[config.mk]
export PLATFORM = sky130hd
export DESIGN_NAME = cache_line_ctrl_flat
export DESIGN_NICKNAME = d
export VERILOG_FILES = /design/src/rtl/cache_pkg.sv /design/src/rtl/cache_line_ctrl_if.sv /design/src/rtl/onehot_decoder.sv /design/src/rtl/cache_line_ctrl.sv /design/src/flat_wrapper.sv
export SDC_FILE = /design/constraint.sdc
export NUM_CORES = 1
export LEC_CHECK = 0
export CORE_MARGIN = 2
export CORE_UTILIZATION = 35
export CTS_CLUSTER_SIZE = 12
export DETAILED_ROUTE_END_ITERATION = 12
export DONT_BUFFER_PORTS = 1
export PLACE_DENSITY = 0.51
export SLEW_MARGIN = 20
export SYNTH_ARGS = -nofsm -noshare
export SYNTH_HDL_FRONTEND = slang
export SYNTH_SLANG_ARGS = --single-unit
[constraint.sdc]
create_clock -name clk -period 2.4 [get_ports clk]
set_input_delay 0.36 -clock clk [delete_from_list [all_inputs] [get_ports clk]]
set_output_delay 0.36 -clock clk [all_outputs]
set_load 0.05 [all_outputs]
[src/rtl/cache_pkg.sv]
// Shared encodings for the cache line controller: request opcodes
// and controller states.
package cache_pkg;

    typedef enum logic [1:0] {
        OP_LOOKUP = 2'b00,
        OP_FILL   = 2'b01,
        OP_INVAL  = 2'b10,
        OP_FLUSH  = 2'b11
    } op_e;

    typedef enum logic {
        ST_IDLE  = 1'b0,
        ST_FLUSH = 1'b1
    } state_e;

endpackage

[src/rtl/cache_line_ctrl_if.sv]
// Request/response bundle between a requester and the cache line
// controller, including the per-line select and valid vectors.
interface cache_line_ctrl_if
    import cache_pkg::*;
#(
    parameter int INDEX_W = 7
) ();
    localparam int LINES = 2 ** INDEX_W;

    logic               req_valid;
    logic               req_ready;
    op_e                req_op;
    logic [INDEX_W-1:0] req_index;
    logic [LINES-1:0]   line_en;
    logic               line_we;
    logic               rsp_valid;
    logic               rsp_hit;
    logic [LINES-1:0]   valid_vec;

    modport master (
        output req_valid, req_op, req_index,
        input  req_ready, line_en, line_we,
        input  rsp_valid, rsp_hit, valid_vec
    );

    modport slave (
        input  req_valid, req_op, req_index,
        output req_ready, line_en, line_we,
        output rsp_valid, rsp_hit, valid_vec
    );
endinterface

[src/rtl/onehot_decoder.sv]
// Combinational index to one-hot line select.
module onehot_decoder #(
    parameter int INDEX_W = 7
) (
    input  logic [INDEX_W-1:0]    index,
    output logic [2**INDEX_W-1:0] onehot
);
    always_comb begin
        onehot        = '0;
        onehot[index] = 1'b1;
    end
endmodule

[src/rtl/cache_line_ctrl.sv]
// Per-line valid tracking with single-line requests and a
// sequential flush sweep that shares the line-select decoder.
module cache_line_ctrl
    import cache_pkg::*;
#(
    parameter int INDEX_W = 7
) (
    input logic              clk,
    input logic              rst_n,
    cache_line_ctrl_if.slave bus
);
    localparam int LINES = 2 ** INDEX_W;

    state_e             state, state_nx;
    logic [INDEX_W-1:0] cnt, cnt_nx;
    logic [INDEX_W-1:0] dec_index;
    logic [LINES-1:0]   dec_onehot;
    logic [LINES-1:0]   vv, vv_nx;
    logic [LINES-1:0]   en, en_nx;
    logic               we, we_nx;
    logic               rv, rv_nx;
    logic               hit, hit_nx;
    logic               accept;

    assign bus.req_ready = (state == ST_IDLE);
    assign accept        = bus.req_valid && (state == ST_IDLE);

    // The select register always shows the line being touched this cycle,
    // so the sweep decodes one ahead of the counter.
    always_comb begin
        dec_index = bus.req_index;
        if (state == ST_FLUSH)
            dec_index = cnt + 1'b1;
        else if (bus.req_op == OP_FLUSH)
            dec_index = '0;
    end

    onehot_decoder #(.INDEX_W(INDEX_W)) u_dec (
        .index  (dec_index),
        .onehot (dec_onehot)
    );

    always_comb begin
        state_nx = state;
        cnt_nx   = cnt;
        vv_nx    = vv;
        en_nx    = '0;
        we_nx    = 1'b0;
        rv_nx    = 1'b0;
        hit_nx   = 1'b0;
        unique case (1'b1)
            (state == ST_FLUSH): begin
                vv_nx[cnt] = 1'b0;
                if (cnt == INDEX_W'(LINES - 1)) begin
                    state_nx = ST_IDLE;
                    cnt_nx   = '0;
                    rv_nx    = 1'b1;
                end else begin
                    cnt_nx = cnt + 1'b1;
                    en_nx  = dec_onehot;
                end
            end
            accept: begin
                unique case (bus.req_op)
                    OP_LOOKUP: begin
                        rv_nx  = 1'b1;
                        en_nx  = dec_onehot;
                        hit_nx = vv[bus.req_index];
                    end
                    OP_FILL: begin
                        rv_nx = 1'b1;
                        en_nx = dec_onehot;
                        we_nx = 1'b1;
                        vv_nx[bus.req_index] = 1'b1;
                    end
                    OP_INVAL: begin
                        rv_nx = 1'b1;
                        en_nx = dec_onehot;
                        vv_nx[bus.req_index] = 1'b0;
                    end
                    OP_FLUSH: begin
                        state_nx = ST_FLUSH;
                        cnt_nx   = '0;
                        en_nx    = dec_onehot;
                    end
                    default: ;
                endcase
            end
            default: ;
        endcase
    end

    always_ff @(posedge clk or negedge rst_n) begin
        if (!rst_n) begin
            state <= ST_IDLE;
            cnt   <= '0;
            vv    <= '0;
            en    <= '0;
            we    <= 1'b0;
            rv    <= 1'b0;
            hit   <= 1'b0;
        end else begin
            state <= state_nx;
            cnt   <= cnt_nx;
            vv    <= vv_nx;
            en    <= en_nx;
            we    <= we_nx;
            rv    <= rv_nx;
            hit   <= hit_nx;
        end
    end

    assign bus.line_en   = en;
    assign bus.line_we   = we;
    assign bus.rsp_valid = rv;
    assign bus.rsp_hit   = hit;
    assign bus.valid_vec = vv;
endmodule

[src/flat_wrapper.sv]
// flat-port wrapper written by rule: the top's interface ports become plain ports
module cache_line_ctrl_flat import cache_pkg::*;
#(
    parameter int INDEX_W = 7
)
  (clk, rst_n, bus_req_valid, bus_req_op, bus_req_index, bus_req_ready, bus_line_en, bus_line_we, bus_rsp_valid, bus_rsp_hit, bus_valid_vec);
  cache_line_ctrl_if #(.INDEX_W(INDEX_W)) bus_i ();
  input logic clk;
  input logic rst_n;
  input wire logic [$bits(bus_i.req_valid)-1:0] bus_req_valid;
  input wire logic [$bits(bus_i.req_op)-1:0] bus_req_op;
  input wire logic [$bits(bus_i.req_index)-1:0] bus_req_index;
  output wire logic [$bits(bus_i.req_ready)-1:0] bus_req_ready;
  output wire logic [$bits(bus_i.line_en)-1:0] bus_line_en;
  output wire logic [$bits(bus_i.line_we)-1:0] bus_line_we;
  output wire logic [$bits(bus_i.rsp_valid)-1:0] bus_rsp_valid;
  output wire logic [$bits(bus_i.rsp_hit)-1:0] bus_rsp_hit;
  output wire logic [$bits(bus_i.valid_vec)-1:0] bus_valid_vec;
  assign bus_i.req_valid = bus_req_valid;
  assign bus_i.req_op = bus_req_op;
  assign bus_i.req_index = bus_req_index;
  assign bus_req_ready = bus_i.req_ready;
  assign bus_line_en = bus_i.line_en;
  assign bus_line_we = bus_i.line_we;
  assign bus_rsp_valid = bus_i.rsp_valid;
  assign bus_rsp_hit = bus_i.rsp_hit;
  assign bus_valid_vec = bus_i.valid_vec;
  cache_line_ctrl #(.INDEX_W(INDEX_W)) u_core (.clk(clk), .rst_n(rst_n), .bus(bus_i));
endmodule
==> results.json <==
{
  "status": "finished with violations",
  "failed_checks": "hold timing",
  "ys_ff_latch": 267,
  "die_area_mm2": 0.0379,
  "syn2layout_area_growth_pct": 23.8,
  "ff2ff_path_depth": 6,
  "drv_slew": 0,
  "syn-cell-area_mm2": 0.0127,
  "synth_nets": 1356,
  "skew_ns": 0.0121,
  "reg2reg_from": "u_core.cnt[0]",
  "start_util": 0.356,
  "vdd_ir_drop_max_uv": 574,
  "rr_endpoint": "u_core.bus.line_en[90]",
  "timing.final.crit_share": 0.943,
  "total_power_mw": 13.6,
  "htree_levels": 1,
  "grt_max_degree": 268,
  "critical_path_required_ns": 2.92,
  "syn_inst": 1338,
  "rsz0062_at_grt": "no",
  "synth_area_leaders": "dfrtp_1, o21ai_0, mux2i_1",
  "fmax_ghz": 0.442,
  "synth_top_cells_by_count": "dfrtp_1, o21ai_0, nor2_1",
  "io_pins": 272,
  "grt_pass1_wl_mm": 82.0,
  "critPathMaxFanout": 8,
  "crit_path_end": "u_core.bus.line_en[90]",
  "drt-pass1-iter-count": 6,
  "crit_path_end_kind": "flop",
  "ff2ff_setup_slack_ns": 0.14,
  "routedWlPerCell_um": 28.2,
  "cts_root_buf": "clkbuf_16",
  "synth-edff-count": 0,
  "drive_gt1_frac": 0.208,
  "timing.critical_path.arrival_ns": 2.78,
  "hold_violations": 267,
  "die_w_um": 195,
  "cts_hold_buf": 2,
  "vias_per_cell": 6.16,
  "async_flop_share": 1.00,
  "yosysMostFrequentCell": "dfrtp_1",
  "antenna_found_initial": 1,
  "wirelength_mm": 56.2,
  "crit_path_start": "u_core.cnt[0]",
  "drc": 0,
  "cts_tree": "built",
  "rows": 69,
  "cts_buffers": 31,
  "critPathKind": "flop to flop",
  "nNetsFinal": 1527,
  "synth_top_area_frac": 0.524,
  "grtUsageTotal": 0.290,
  "core_area_mm2": 0.0357,
  "ant_nets": 0,
  "whs_ns": -0.517,
  "port_buffers": 0,
  "clk_latency_ns": 0.60,
  "tightest_slew_ns": 0.858,
  "yosysSeqAreaShare": 0.524,
  "syn_area_per_cell_um2": 9.52,
  "synthFlopType": "dfrtp_1",
  "clk_pin_slew_worst_paths_ns": 0.06,
  "cellPowerDensity_mw_per_mm2": 864,
  "yosys.area.top_type": "dfrtp_1",
  "p_leak_nw": 6.92,
  "setup_violations": 0,
  "hold_path.class": "primary input to asynchronous set/reset pin",
  "hpwl_mm": 38.9,
  "vias": 12255,
  "drv_cap": 0,
  "die_y_um": 195,
  "tns_ns": 0,
  "overflow": 0,
  "grt_pass1_vias": 11938,
  "yosysUniqueCellTypes": 65,
  "yosys_warnings": 0,
  "fillers": 3503,
  "period_needed_ns": 2.26,
  "clockBufferDepth": 3,
  "globalplace.congestion": 0.932,
  "critPathLaunchType": "flop",
  "cts.sinks": 267,
  "drt_iter0_markers": 1313,
  "maxSlewHeadroom": 0.428
}
## metrics by stage
stage | std cells | worst slack, ns | hold slack [ns] | instance area, µm² | util
floorplan | 1338 | 0.330 | 0.0644 | 12700 | -
global placement | 1935 | 0.201 | 0.0762 | 14800 | 0.414
detailed placement | 1935 | 0.119 | 0.0722 | 14800 | 0.414
CTS | 1989 | 0.0558 | -0.555 | 15800 | 0.441
global route | 1989 | 0.0236 | -0.541 | 15800 | 0.441
finish | 1991 | 0.137 | -0.517 | 15800 | 0.441
## critical path, cell delays in order, from the launching register on
cell and delay [ns]:
dfrtp_1 0.35, ha_1 0.25, nand3_1 0.16, or3_4 0.37, a2111oi_4 0.51, o2111ai_2 0.35
nor2_1 0.19
## layout make-up
cell class | count | area, µm² | area share
clock buffer | 37 | 818 | 0.0519
timing repair buffer | 245 | 1890 | 0.120
clock inverter | 15 | 136 | 0.00865
inverter | 14 | 56.3 | 0.00357
tap | 461 | 577 | 0.0366
antenna | 2 | 5.00 | 0.000317
sequential | 267 | 6690 | 0.424
multi-input combinational | 950 | 5600 | 0.355
## cells in the final DEF (no fill, tap or decap), drive strengths merged, types with 10 or more instances in the layout
| cell | n |
|---|---|
| a22oi | 18 |
| nand2b | 13 |
| inv | 15 |
| o21ai | 200 |
| nand2 | 61 |
| a22o | 23 |
| mux2i | 65 |
| nor2 | 161 |
| o22ai | 34 |
| nor3 | 75 |
| nand3 | 21 |
| o31ai | 20 |
| dfrtp | 267 |
| a31oi | 47 |
| a32oi | 10 |
| a21oi | 87 |
| buf | 243 |
| o211ai | 11 |
| clkbuf | 37 |
## kinds of logic after synthesis
kind of cell	after synthesis	synth area share
compound gates	489	0.234
mux	65	0.0511
fa+ha+maj	6	0.00589
xor+xnor	4	0.00275
simple gates	386	0.144
buf+inv	121	0.0380
flops	267	0.524
## worst min path at each step
stage | from | endpoint | slack [ns]
after detailed placement | rst_n | u_core.bus.line_we | 0.07
after global routing | rst_n | u_core.bus.line_en[3] | -0.54
after CTS | rst_n | asynchronous set/reset pin | -0.55
final | rst_n | u_core.bus.line_en[0] | -0.52
after floorplan | rst_n | asynchronous set/reset pin | 0.06
after global placement | rst_n | u_core.bus.line_we | 0.08
## power breakdown
part | internal [mW] | total [mW] | leakage (nW) | switching (mW)
sequential | 4.73 | 5.26 | 3.70 | 0.531
combinational | 1.06 | 3.81 | 2.75 | 2.76
clock | 2.54 | 4.55 | 0.462 | 2.02
total | 8.32 | 13.6 | 6.92 | 5.31
## metal layers
layer / global-route usage / up-vias / part of all wire
li1: - / 5264 / -
met1: 0.368 / 6088 / 0.39
met2: 0.450 / 737 / 0.44
met3: 0.0897 / 166 / 0.11
met4: 0.139 / 0 / 0.052
met5: 0 / - / 0
## what timing repair did
| item | CTS | global route |
|---|---|---|
| setup buffers | 0 | 0 |
| gates resized for setup | 0 | 1 |
| endpoints found under the setup margin | 0 | 12 |
| hold endpoints to repair | 268 | 267 |
No activity file was read; power rests on OpenSTA's default activity.
